$ cat config.mk
export PLATFORM = sky130hd
export DESIGN_NAME = vga_frame_engine
export DESIGN_NICKNAME = d
export VERILOG_FILES = /design/src/rtl/vga_frame_engine.sv
export SDC_FILE = /design/constraint.sdc
export NUM_CORES = 1
export LEC_CHECK = 0
export BUFFER_PORTS_ARGS = -buffer_cell sky130_fd_sc_hd__buf_4
export CORE_AREA = 2 2 174 176
export CTS_CLUSTER_DIAMETER = 80
export DETAILED_ROUTE_END_ITERATION = 12
export DIE_AREA = 0 0 176 178
export PLACE_DENSITY_LB_ADDON = 0.3
export SLEW_MARGIN = 10
export SYNTH_ARGS = -nofsm -noshare
export SYNTH_HDL_FRONTEND = slang
export SYNTH_SLANG_ARGS = --single-unit
$ cat constraint.sdc
create_clock -name iVGA_CLK -period 3.3 [get_ports iVGA_CLK]
set_clock_uncertainty 0.1 [all_clocks]
set_input_delay 0.165 -clock iVGA_CLK [delete_from_list [all_inputs] [get_ports iVGA_CLK]]
set_output_delay 0.165 -clock iVGA_CLK [all_outputs]
set_load 0.02 [all_outputs]
$ cat src/rtl/vga_frame_engine.sv
// VGA raster engine: timing counters, pixel coordinates and linear address, and a
// frame-boundary mode latch. Colour and syncs are aligned through a PIPE_LAT-deep delay line.
module vga_frame_engine #(
    parameter int unsigned H_ACTIVE  = 640,
    parameter int unsigned H_FP      = 16,
    parameter int unsigned H_SYNC    = 96,
    parameter int unsigned H_BP      = 48,
    parameter int unsigned V_ACTIVE  = 480,
    parameter int unsigned V_FP      = 10,
    parameter int unsigned V_SYNC    = 2,
    parameter int unsigned V_BP      = 33,
    parameter bit          HS_POL    = 1'b0,
    parameter bit          VS_POL    = 1'b0,
    parameter int unsigned NUM_MODES = 4,
    parameter int unsigned ADDR_W    = 19,
    parameter int unsigned PIPE_LAT  = 2,
    parameter int unsigned MSEL_W    = (NUM_MODES > 1) ? $clog2(NUM_MODES) : 1
) (
    input  logic                          iVGA_CLK,
    input  logic                          iRST_n,
    input  logic [MSEL_W-1:0]             iMode,
    input  logic [NUM_MODES*ADDR_W-1:0]   iAddr_bus,
    input  logic [NUM_MODES*24-1:0]       iRGB_bus,
    output logic [ADDR_W-1:0]             oPixAddr,
    output logic [15:0]                   oPixX,
    output logic [15:0]                   oPixY,
    output logic [ADDR_W-1:0]             oAddr,
    output logic [MSEL_W-1:0]             oMode,
    output logic                          oMode_err,
    output logic                          oFrame_start,
    output logic [15:0]                   oFrame_cnt,
    output logic                          oHS,
    output logic                          oVS,
    output logic                          oBLANK_n,
    output logic [7:0]                    b_data,
    output logic [7:0]                    g_data,
    output logic [7:0]                    r_data
);

    localparam int unsigned H_TOTAL = H_ACTIVE + H_FP + H_SYNC + H_BP;
    localparam int unsigned V_TOTAL = V_ACTIVE + V_FP + V_SYNC + V_BP;
    localparam int unsigned HS_BEG  = H_ACTIVE + H_FP;
    localparam int unsigned HS_END  = HS_BEG + H_SYNC;
    localparam int unsigned VS_BEG  = V_ACTIVE + V_FP;
    localparam int unsigned VS_END  = VS_BEG + V_SYNC;

    typedef struct packed {
        logic              active;
        logic              hs;
        logic              vs;
        logic [MSEL_W-1:0] mode;
    } pipe_t;

    logic              run_q, run_d;
    logic [15:0]       h_q, h_d, v_q, v_d;
    logic [ADDR_W-1:0] pix_q, pix_d;
    logic [MSEL_W-1:0] mode_q, mode_d;
    logic              err_q, err_d;
    logic              fs_q, fs_d;
    logic [15:0]       fcnt_q, fcnt_d;
    pipe_t             pipe_q [PIPE_LAT];
    pipe_t             pipe_d [PIPE_LAT];
    logic              hs_q, hs_d, vs_q, vs_d, blank_n_q, blank_n_d;
    logic [23:0]       rgb_q, rgb_d;
    logic [23:0]       rgb_sel_c;
    logic [ADDR_W-1:0] addr_c;
    pipe_t             raw_c;

    // Raster decode of the current counter position
    always_comb begin
        raw_c        = '0;
        raw_c.active = (h_q < 16'(H_ACTIVE)) && (v_q < 16'(V_ACTIVE));
        raw_c.hs     = (h_q >= 16'(HS_BEG)) && (h_q < 16'(HS_END));
        raw_c.vs     = (v_q >= 16'(VS_BEG)) && (v_q < 16'(VS_END));
        raw_c.mode   = mode_q;
    end

    // Channel muxes: address by active mode, colour by the delayed mode
    always_comb begin
        addr_c    = '0;
        rgb_sel_c = '0;
        for (int unsigned k = 0; k < NUM_MODES; k++) begin
            if (mode_q == MSEL_W'(k)) begin
                addr_c = iAddr_bus[k*ADDR_W +: ADDR_W];
            end
            if (pipe_q[PIPE_LAT-1].mode == MSEL_W'(k)) begin
                rgb_sel_c = iRGB_bus[k*24 +: 24];
            end
        end
    end

    // run_q holds the raster at 0,0 for one clock after reset so frame_start is seen there
    always_comb begin
        run_d     = 1'b1;
        h_d       = h_q;
        v_d       = v_q;
        pix_d     = pix_q;
        mode_d    = mode_q;
        err_d     = err_q;
        fcnt_d    = fcnt_q;
        pipe_d    = pipe_q;
        hs_d      = hs_q;
        vs_d      = vs_q;
        blank_n_d = blank_n_q;
        rgb_d     = rgb_q;

        if (run_q) begin
            if (h_q == 16'(H_TOTAL - 1)) begin
                h_d = '0;
                v_d = (v_q == 16'(V_TOTAL - 1)) ? 16'd0 : v_q + 16'd1;
            end else begin
                h_d = h_q + 16'd1;
            end
            pipe_d[0] = raw_c;
            for (int unsigned i = 1; i < PIPE_LAT; i++) begin
                pipe_d[i] = pipe_q[i-1];
            end
            hs_d      = pipe_q[PIPE_LAT-1].hs ? HS_POL : ~HS_POL;
            vs_d      = pipe_q[PIPE_LAT-1].vs ? VS_POL : ~VS_POL;
            blank_n_d = pipe_q[PIPE_LAT-1].active;
            rgb_d     = pipe_q[PIPE_LAT-1].active ? rgb_sel_c : 24'd0;
            if ((h_d == 16'd0) && (v_d == 16'(V_ACTIVE))) begin
                if (32'(iMode) < NUM_MODES) begin
                    mode_d = iMode;
                end else begin
                    err_d = 1'b1;
                end
            end
        end

        fs_d = (h_d == 16'd0) && (v_d == 16'd0);
        if (fs_d && run_q) begin
            fcnt_d = fcnt_q + 16'd1;
        end
        if (fs_d) begin
            pix_d = '0;
        end else if ((h_d < 16'(H_ACTIVE)) && (v_d < 16'(V_ACTIVE))) begin
            pix_d = pix_q + ADDR_W'(1);
        end
    end

    always_ff @(posedge iVGA_CLK or negedge iRST_n) begin
        if (!iRST_n) begin
            run_q     <= 1'b0;
            h_q       <= '0;
            v_q       <= '0;
            pix_q     <= '0;
            mode_q    <= '0;
            err_q     <= 1'b0;
            fs_q      <= 1'b0;
            fcnt_q    <= '0;
            for (int i = 0; i < PIPE_LAT; i++) begin
                pipe_q[i] <= '0;
            end
            hs_q      <= ~HS_POL;
            vs_q      <= ~VS_POL;
            blank_n_q <= 1'b0;
            rgb_q     <= '0;
        end else begin
            run_q     <= run_d;
            h_q       <= h_d;
            v_q       <= v_d;
            pix_q     <= pix_d;
            mode_q    <= mode_d;
            err_q     <= err_d;
            fs_q      <= fs_d;
            fcnt_q    <= fcnt_d;
            pipe_q    <= pipe_d;
            hs_q      <= hs_d;
            vs_q      <= vs_d;
            blank_n_q <= blank_n_d;
            rgb_q     <= rgb_d;
        end
    end

    assign oPixAddr     = pix_q;
    assign oPixX        = h_q;
    assign oPixY        = v_q;
    assign oAddr        = addr_c;
    assign oMode        = mode_q;
    assign oMode_err    = err_q;
    assign oFrame_start = fs_q;
    assign oFrame_cnt   = fcnt_q;
    assign oHS          = hs_q;
    assign oVS          = vs_q;
    assign oBLANK_n     = blank_n_q;
    assign b_data       = rgb_q[23:16];
    assign g_data       = rgb_q[15:8];
    assign r_data       = rgb_q[7:0];

endmodule

==> flow_summary.json, run 1 <==
{
  "cts_tree": "done",
  "synthFlopType": "dfrtp_1",
  "netlist_area_sq_um": 7290,
  "startpoint": "oPixX[9]",
  "synth_seq_area_share_pct": 37.1,
  "crit_fanout": 12,
  "gp_congestion": 0.853,
  "power.share.clock_pct": 24.3,
  "drv_slew": 0,
  "path_class": "reg -> reg",
  "internal-power_w": 0.00292,
  "layout.nets": 1251,
  "drive_gt1_share_pct": 49.5,
  "synth_edf_count": 0,
  "ant_nets": 0,
  "grt_max_degree": 64,
  "antenna_found_initial": 0,
  "antenna_cells": 0,
  "dpl.hpwl_mm": 20.2,
  "clock_latency_ps": 360,
  "cts_root_buf": "clkbuf_16",
  "cts_buffers": 9,
  "hold_viol_final": 0,
  "vias_per_cell": 5.01,
  "min_from": "iRGB_bus[83]",
  "setup_viol": 0,
  "layout_common_cells": "buf_4 (389), dfrtp_1 (101), o21ai_0 (58)",
  "routed_wl_mm": 26.0,
  "start_util_pct": 24.8,
  "coreArea_sq_um": 29400,
  "p_seq_share_pct": 35.9,
  "path_clk_slew_ps": 90,
  "rows": 63,
  "grt_pass1_vias": 7349,
  "period_share_pct": 96.6,
  "worst_ep_required_time_ps": 3450,
  "cp-end-kind": "flop",
  "track_usage_pct": 16.4,
  "r2r-start": "oPixX[9]",
  "synth_async_sr_flop_share_pct": 100,
  "drt_iter0_drc": 522,
  "syn_avg_cell_area_sq_um": 10.1,
  "grt_pass1_wl_mm": 40.4,
  "p_leak_nw": 5.03,
  "cts.sinks": 108,
  "drt-pass1-iter-count": 5,
  "wl_per_cell_um": 17.8,
  "yosysUniqueCellTypes": 70,
  "final_common_cell": "buf_4",
  "cts_max_level": 3,
  "net-switching-power_w": 0.00177,
  "ys_warn_count": 0,
  "io_pins": 293,
  "max_freq_ghz": 0.314,
  "tightest_slew_ps": 994,
  "fin_util_pct": 37.8,
  "start_kind": "flop",
  "outcome": "completed",
  "syn_to_final_growth_pct": 52.4,
  "hold_class": "in -> reg",
  "rsz0062_at_grt": "yes",
  "synth_seq_cells": 108,
  "io_buffer_count": 291,
  "grt_overflow": 0,
  "peakVddDrop_mv": 0.262,
  "p_total_w": 0.00468,
  "clockBufferDepth": 2,
  "p_per_area_nw_per_um2": 421,
  "die_h_um": 178,
  "cap_violations": 0,
  "die-area_sq_um": 31300,
  "route.detailed.drc": 0,
  "die_w_um": 176,
  "fin_crit_ps": 3190,
  "pwr-share-comb_pct": 39.8,
  "swShare_pct": 37.7,
  "syn_inst": 723,
  "slew_headroom_pct": 33.7,
  "syn_nets": 905,
  "num_vias": 7337,
  "crit_arrival_ps": 3340
}
[critical path, cell delays in order, from the launching register on]
cell and delay [ps]:
dfrtp_1 470, and3b_1 220, and4_4 210, buf_4 190, nand2_1 170, nor2_1 150, or4_1 530, a2111oi_0 390
o211ai_1 310, mux2_2 340
[layer usage]
metal | vias up | track usage, % | wire length [um]
met2 | 295 | 27.7 | 12700
li1 | 3405 | - | -
met1 | 3602 | 21.0 | 11000
met5 | - | 0 | 0
met4 | 0 | 4.58 | 537
met3 | 35 | 3.86 | 1770
[metrics by stage]
stage | hold slack (ps) | setup TNS (ps) | cells | cell area (sq um) | setup WS (ps)
after global placement | 228 | -372 | 1439 | 10500 | -77.8
final | 150 | 0 | 1464 | 11100 | 113
after floorplan | -231 | 0 | 723 | 7310 | 2.63
after detailed placement | 235 | -812 | 1439 | 10500 | -112
after CTS | 136 | 0 | 1460 | 10900 | 3.56
after global routing | 143 | -168 | 1464 | 11100 | -32.8
[logic make-up (layout without fill, tap and decap cells)]
logic type | after synthesis | in the layout | share of synthesized area [%]
flip-flops | 108 | 108 | 37.1
multiplexers | 59 | 59 | 15.7
buffers and inverters | 107 | 458 | 6.26
adder cells (fa/ha/maj) | 6 | 6 | 1.03
other | 2 | 2 | 0.103
AND/OR/NAND/NOR | 261 | 261 | 22.4
AO/OA/AOI/OAI | 132 | 132 | 11.6
XOR/XNOR | 48 | 48 | 5.77
[worst paths after layout]
| path | to | slack [ps] | cells past startpoint |
|---|---|---|---|
| max | oMode[0] | 110 | 9 |
| min | rgb_q[11] | 150 | 4 |
| max reg2reg | oMode[0] | 110 | 9 |
| min reg2reg | oHS | 320 | 1 |
| max in group asynchronous | oVS | 1830 | 3 |
| min in group asynchronous | oPixAddr[14] | 320 | 2 |
[synth_stat cells, types with 11 or more instances]
cell	number	area, sq um
xor2_1	25	219
nor3_1	15	75.1
nand3_1	52	260
inv_1	42	158
or3_1	19	119
and3_1	12	75.1
nand2_1	45	169
xnor2_1	23	201
mux2_2	12	135
o21ai_0	58	290
a21oi_1	22	110
nor2_1	21	78.8
buf_2	16	80.1
mux4_2	43	968
buf_1	11	41.3
dfrtp_1	106	2650
nand4_1	26	163
nor4_1	12	75.1
clkbuf_1	28	105
[registers in the layout, summed over array words and instances (netlist names)]
signal        cells
oBLANK_n          1
oFrame_cnt       16
oFrame_start      1
oHS               1
oMode             2
oPixAddr         19
oPixX            16
oPixY            16
oVS               1
pipe_q           10
rgb_q            24
run_q             1
[cell type report]
class                      instances  area (sq um)
clock buffer                       9           225
clock inverter                     7          75.1
fill                            3004         18300
inverter                          42           158
multi-input combinational        508          4390
sequential                       108          2710
tap                              390           488
timing repair buffer             400          3070
[power by group through the flow]
stage	sequential, W	combinational, W	clock [W]
3_5_place_dp	0.00170	0.00180	0
5_1_grt	0.00171	0.00201	0.00124
2_1_floorplan	0.00182	0.000824	0
6_report	0.00168	0.00186	0.00114
4_1_cts	0.00168	0.00181	0.00118
3_3_place_gp	0.00169	0.00179	0
[timing repair]
action / CTS / global route
buffers inserted: 2 / 4
setup endpoints to repair: 30 / 35
pin swaps: 2 / 16
hold endpoints to repair: 63 / 0
hold buffers: 3 / 0
resized for setup: 5 / 43
Power figures use the tool's default switching activity.
==> inputs of run 2 (changes only) <==
Settings changed: ABC_AREA set to 1, CORE_AREA 2 2 174 176 to 2 2 180 182, DIE_AREA 0 0 176 178 to 0 0 182 184.
==> flow_summary.json, run 2 <==
{
  "yosysUniqueCellTypes": 39,
  "hold_ws_ps": 17.0,
  "netlist_area_sq_um": 7750,
  "start_util_pct": 24.7,
  "synth_top_area_share_pct": 34.2,
  "io_buffer_count": 291,
  "regMostFlops": "rgb_q",
  "drv_slew": 0,
  "final_common_cell": "nand2_1",
  "num_vias": 8833,
  "fillers": 3419,
  "clock_latency_ps": 360,
  "layout_common_cells": "nand2_1 (434), buf_4 (308), nor2_1 (109)",
  "seq_area_sq_um": 2710,
  "synthAdderAreaFrac_pct": 0.968,
  "setup-tns-final_ps": 0,
  "ys_top_cells_by_count": "nand2_1 (434), nor2_1 (109), dfrtp_1 (106)",
  "worst_ep_required_time_ps": 3450,
  "synth_async_sr_flop_share_pct": 100,
  "routed_wl_mm": 29.3,
  "hold_viol_final": 0,
  "synth_mux_area_share_pct": 0,
  "drt_iter0_drc": 563,
  "cts.sinks": 108,
  "path_class": "reg -> reg",
  "syn_to_final_growth_pct": 37.5,
  "grt_overflow": 0,
  "coreArea_sq_um": 31400,
  "crit_top_cell": "nand2_1",
  "crit_chain": "ha_1 > nand2_2 > inv_2 > nand2_2 > nor2_2 > nand2_4 > nand2_1 > nand2_1 > nand2_1 > nand2_2 > inv_2 > nand2_1 > nor2_1 > nand2_1 > nor2_2 > buf_4 > nand2_1 > nand2_1 > nor2_1",
  "synth_edf_count": 0,
  "outcome": "completed",
  "p_per_area_nw_per_um2": 372,
  "dpl.hpwl_mm": 22.5,
  "crit_fanout": 20,
  "largest_register_ffs": 24,
  "crit_family": "simple AND/OR/NAND/NOR gates",
  "wl_per_cell_um": 15.9,
  "antenna_cells": 0,
  "synthSimpleGateAreaFrac_pct": 42.0,
  "die_w_um": 182,
  "start_kind": "flop",
  "yosys.area.top_type": "dfrtp_1",
  "path_buf_inv": 3,
  "synth-compound-area-share_pct": 9.89,
  "drive_gt1_share_pct": 26.0,
  "synth_seq_cells": 108,
  "syn_avg_cell_area_sq_um": 6.63,
  "cap_violations": 0,
  "fin_util_pct": 34.0,
  "rsz0062_at_grt": "no",
  "grt_pass1_vias": 8432,
  "synth_top_family_by_area": "simple AND/OR/NAND/NOR gates",
  "synth_most_common_cell": "nand2_1",
  "slowest_stage": "dfrtp_1",
  "peakVddDrop_mv": 0.202,
  "clockBufferDepth": 2,
  "syn_inst": 1169,
  "p_leak_nw": 5.50,
  "cts_tree": "done",
  "path_clk_slew_ps": 80,
  "fin_crit_ps": 2870,
  "synthXorXnorAreaFrac_pct": 3.73,
  "antenna_found_initial": 0,
  "cts_buffers": 9,
  "rows": 65,
  "cts_root_buf": "clkbuf_16",
  "period_share_pct": 86.9,
  "vias_per_cell": 4.78,
  "synthFlopType": "dfrtp_1",
  "synth_seq_area_share_pct": 34.9,
  "layout.nets": 1621,
  "die_h_um": 184,
  "ant_nets": 0,
  "route.detailed.drc": 0,
  "max_freq_ghz": 0.349,
  "cp-end-kind": "flop",
  "syn_nets": 1351,
  "grt_max_degree": 58,
  "crit_arrival_ps": 3010,
  "max_stage_delay_ps": 420,
  "setup_viol": 0,
  "gp_congestion": 0.879,
  "netlist_top_cells_area": "dfrtp_1 (34%), nand2_1 (21%), nand3_1 (6.3%)",
  "drt-pass1-iter-count": 5,
  "grt_pass1_wl_mm": 45.6,
  "slew_headroom_pct": 32.4,
  "multi_input_area_sq_um": 4400,
  "io_pins": 293,
  "track_usage_pct": 16.9,
  "hold_class": "in -> reg",
  "die-area_sq_um": 33500,
  "ys_warn_count": 0,
  "tightest_slew_ps": 1010,
  "cts_max_level": 3
}
run 2: changes by cell type after synthesis, sizes merged, moves of 12 or more:
cell    delta
mux4      -43
or3       -19
o21ai     -17
nand4     +20
mux2      -12
nand3     +51
nor2     +104
nand2    +399
nor4      -22
o31ai     +15
and3      -12
a221oi    +21
inv       +51
run 2: report_power, final:
group | switching, W | leakage [nW] | total, W | internal, W
sequential | 0.000145 | 1.41 | 0.00155 | 0.00140
combinational | 0.000777 | 3.94 | 0.00127 | 0.000497
clock | 0.000585 | 0.149 | 0.00114 | 0.000559
run 2: stage by stage:
stage          setup WS, ps  instance area [sq um]  power (W)  cells
5_1_grt                 107                  10700    0.00421   1846
4_1_cts                 340                  10700    0.00401   1846
6_report                433                  10700    0.00397   1846
3_5_place_dp            376                  10300    0.00284   1827
3_3_place_gp            400                  10300    0.00283   1827
2_1_floorplan           775                   7750    0.00227   1169
run 2: path summary, 6_finish.rpt:
path	start	depth (start not counted)	slack (ps)	end
max	oPixX[1]	19	430	oPixAddr[0]
min in group asynchronous	iRST_n	2	310	rgb_q[14]
max reg2reg	oPixX[1]	19	430	oPixAddr[0]
min	iRGB_bus[75]	3	20	rgb_q[3]
max in group asynchronous	iRST_n	3	1990	oFrame_cnt[1]
min reg2reg	pipe_q[3]	1	340	oHS
run 2: logic make-up (layout without fill, tap and decap cells):
group,count (synthesis),after routing
xor gates and xnor gates,33,33
adders and majority gates,6,6
other,2,2
DFF,108,108
buffers and inverters,152,427
AOI/OAI and AO/OA,116,116
and+or+nand+nor,752,752
run 2: per-layer routing:
layer / part of all wire, % / vias to the layer above / GRT usage, %
li1: - / 4374 / -
met1: 43 / 4100 / 21.3
met2: 48 / 322 / 29.1
met3: 7.1 / 37 / 3.49
met4: 2.6 / 0 / 5.45
met5: 0 / - / 0
run 2: layout make-up:
| cell class | count | area share [%] |
|---|---|---|
| repair buffers | 313 | 22.3 |
| clock inverters | 6 | 0.587 |
| multi-input cells | 909 | 41.3 |
| well taps | 402 | 4.72 |
| clock buffers | 10 | 2.24 |
| flip-flops and latches | 108 | 25.4 |
| inverters | 98 | 3.45 |
run 2: worst register-to-register path, stage by stage (launching register included):
cell     delay, ps
dfrtp_1        420
ha_1           280
nand2_2        110
inv_2           90
nand2_2         60
nor2_2         180
nand2_4        190
nand2_1        110
nand2_1         70
nand2_1         70
nand2_2         80
inv_2           50
nand2_1         40
nor2_1         160
nand2_1        100
nor2_2         180
buf_4          270
nand2_1         80
nand2_1         60
nor2_1          40
run 2: timing repair:
| action | CTS | global route |
|---|---|---|
| gates resized for setup | 0 | 1 |
| hold endpoints to repair | 52 | 0 |
| endpoints found under the setup margin | 0 | 1 |
| setup buffers | 0 | 0 |
| hold buffers | 3 | 0 |
==> inputs of run 3 (changes only) <==
Settings changed: BUFFER_PORTS_ARGS -buffer_cell sky130_fd_sc_hd__buf_4 to -buffer_cell sky130_fd_sc_hd__buf_2, MAX_ROUTING_LAYER set to met4, PLACE_DENSITY_LB_ADDON 0.3 to unset.
==> flow_summary.json, run 3 (synthesized netlist as in run 2, its figures left out) <==
{
  "route.detailed.drc": 0,
  "antenna_cells": 0,
  "p_leak_nw": 5.29,
  "r2r-start": "oPixX[1]",
  "tightest_slew_ps": 956,
  "start_util_pct": 24.7,
  "io_buffer_count": 291,
  "cts_tree": "done",
  "slowest_stage": "dfrtp_1",
  "grt_pass1_wl_mm": 44.8,
  "vias_per_cell": 4.81,
  "outcome": "completed",
  "fillers": 3480,
  "layout.nets": 1623,
  "clock_latency_ps": 360,
  "rsz0062_at_grt": "no",
  "crit_arrival_ps": 3020,
  "drive_gt1_share_pct": 25.7,
  "cts.sinks": 108,
  "p_per_area_nw_per_um2": 382,
  "layout_common_cells": "nand2_1 (434), buf_2 (290), nor2_1 (109)",
  "crit_chain": "ha_1 > nand2_2 > inv_2 > nand2_2 > nor2_2 > nand2_4 > nand2_1 > nand2_1 > nand2_1 > nand2_2 > inv_2 > nand2_1 > nor2_1 > nand2_1 > nor2_4 > buf_4 > nand3_1 > nand2_1",
  "wl_per_cell_um": 15.4,
  "worstReg2RegEnd": "oPixAddr[14]",
  "power.share.clock_pct": 28.8,
  "dp_slack_ps": 204,
  "die_w_um": 182,
  "path_clk_slew_ps": 90,
  "worst_ep_required_time_ps": 3500,
  "drv_slew": 0,
  "fin_util_pct": 31.6,
  "slew_headroom_pct": 36.0,
  "cp-end-kind": "flop",
  "reg2regPathDepth": 18,
  "start_kind": "flop",
  "hold_viol_final": 0,
  "largest_register_ffs": 24,
  "drt_iter0_drc": 580,
  "seq_area_sq_um": 2710,
  "routed_wl_mm": 28.5,
  "crit_top_cell": "nand2_1",
  "path_class": "reg -> reg",
  "path_buf_inv": 3,
  "die-area_sq_um": 33500,
  "clockBufferDepth": 2,
  "crit_family": "simple AND/OR/NAND/NOR gates",
  "peakVddDrop_mv": 0.203,
  "crit_fanout": 20,
  "hold_end": "rgb_q[1]",
  "setup_ws_ps": 480,
  "cts_root_buf": "clkbuf_16",
  "regMostFlops": "rgb_q",
  "p_total_w": 0.00380,
  "gp_congestion": 0.915,
  "num_vias": 8895,
  "track_usage_pct": 17.1,
  "pwr-share-comb_pct": 30.4,
  "max_freq_ghz": 0.355,
  "drt-pass1-iter-count": 6,
  "min_from": "iRGB_bus[73]",
  "internal-power_w": 0.00232,
  "final_cells": 1848,
  "p_seq_share_pct": 40.8,
  "period_share_pct": 85.5,
  "die_h_um": 184,
  "cap_violations": 0,
  "fin_crit_ps": 2820,
  "coreArea_sq_um": 31400,
  "setup-tns-final_ps": 0,
  "grt_pass1_vias": 8547,
  "r2r_slack_ps": 480,
  "ant_nets": 0,
  "cts_buffers": 9,
  "final_common_cell": "nand2_1",
  "net-switching-power_w": 0.00148,
  "rows": 65,
  "io_pins": 293,
  "placedCellCount": 1826,
  "max_stage_delay_ps": 410,
  "hold_depth": 3,
  "antenna_found_initial": 0,
  "setup_viol": 0,
  "cts_max_level": 3,
  "syn_to_final_growth_pct": 28.0,
  "dpl.hpwl_mm": 21.9,
  "hold_class": "in -> reg",
  "multi_input_area_sq_um": 4400,
  "grt_overflow": 0,
  "grt_max_degree": 74,
  "swShare_pct": 38.9
}
## run 3: changes by cell type in the layout (fill, tap and decap cells not counted), moves of 2 or more
cell and delta:
buf_2 +290, inv_6 -4, clkbuf_1 +2, dlygate4sd3_1 +3, clkinvlp_4 +2, buf_4 -290
## run 3: power by group through the flow
stage	Combinational [W]	Clock, W	Sequential (W)
2_1_floorplan	0.000645	0	0.00163
3_3_place_gp	0.00115	0	0.00157
3_5_place_dp	0.00115	0	0.00158
4_1_cts	0.00116	0.00114	0.00155
5_1_grt	0.00130	0.00119	0.00157
6_report	0.00115	0.00109	0.00155
## run 3: how the worst max path moves through the flow
stage	startpoint	end	slack, ps	cells after the start
global placement	oPixX[1]	oPixAddr[8]	360	18
global route	oPixX[1]	oPixAddr[6]	30	18
floorplan	oPixX[1]	oPixAddr[13]	770	20
detailed placement	oPixX[1]	oPixAddr[4]	200	18
CTS	oPixX[1]	oPixAddr[4]	200	18
finish	oPixX[1]	oPixAddr[14]	480	18
## run 3: worst register-to-register path, stage by stage, from the launching register on
cell	delay [ps]
dfrtp_1	410
ha_1	270
nand2_2	110
inv_2	80
nand2_2	60
nor2_2	190
nand2_4	210
nand2_1	110
nand2_1	70
nand2_1	80
nand2_2	80
inv_2	50
nand2_1	50
nor2_1	130
nand2_1	110
nor2_4	250
buf_4	240
nand3_1	100
nand2_1	70
## run 3: through the flow
step | hold WS [ps] | instance area, sq um
detailed placement | 125 | 9580
global route | 19.0 | 9930
CTS | 1.27 | 9920
floorplan | -231 | 7750
finish | 15.0 | 9930
global placement | 119 | 9580
## run 3: final cells by class
cell class | instances | share of cell area [%]
flip-flops and latches | 108 | 27.3
multi-input cells | 909 | 44.4
clock buffers | 11 | 2.34
clock inverters | 5 | 0.466
inverters | 98 | 3.71
repair buffers | 315 | 16.8
well taps | 402 | 5.07
## run 3: per-layer routing
metal  wire, um  part of all wire, %  GRT usage [%]
met3       1980                  7.0           3.07
met5          0                    0              -
met1      11900                   42           20.5
met2      13800                   48           29.0
met4        850                  3.0           5.61
## run 3: repair_timing
item                                    CTS  global route
hold endpoints to repair                 46             0
hold buffers                              6             0
resized for setup                         0             2
endpoints found under the setup margin    0            26
buffers inserted                          0             0
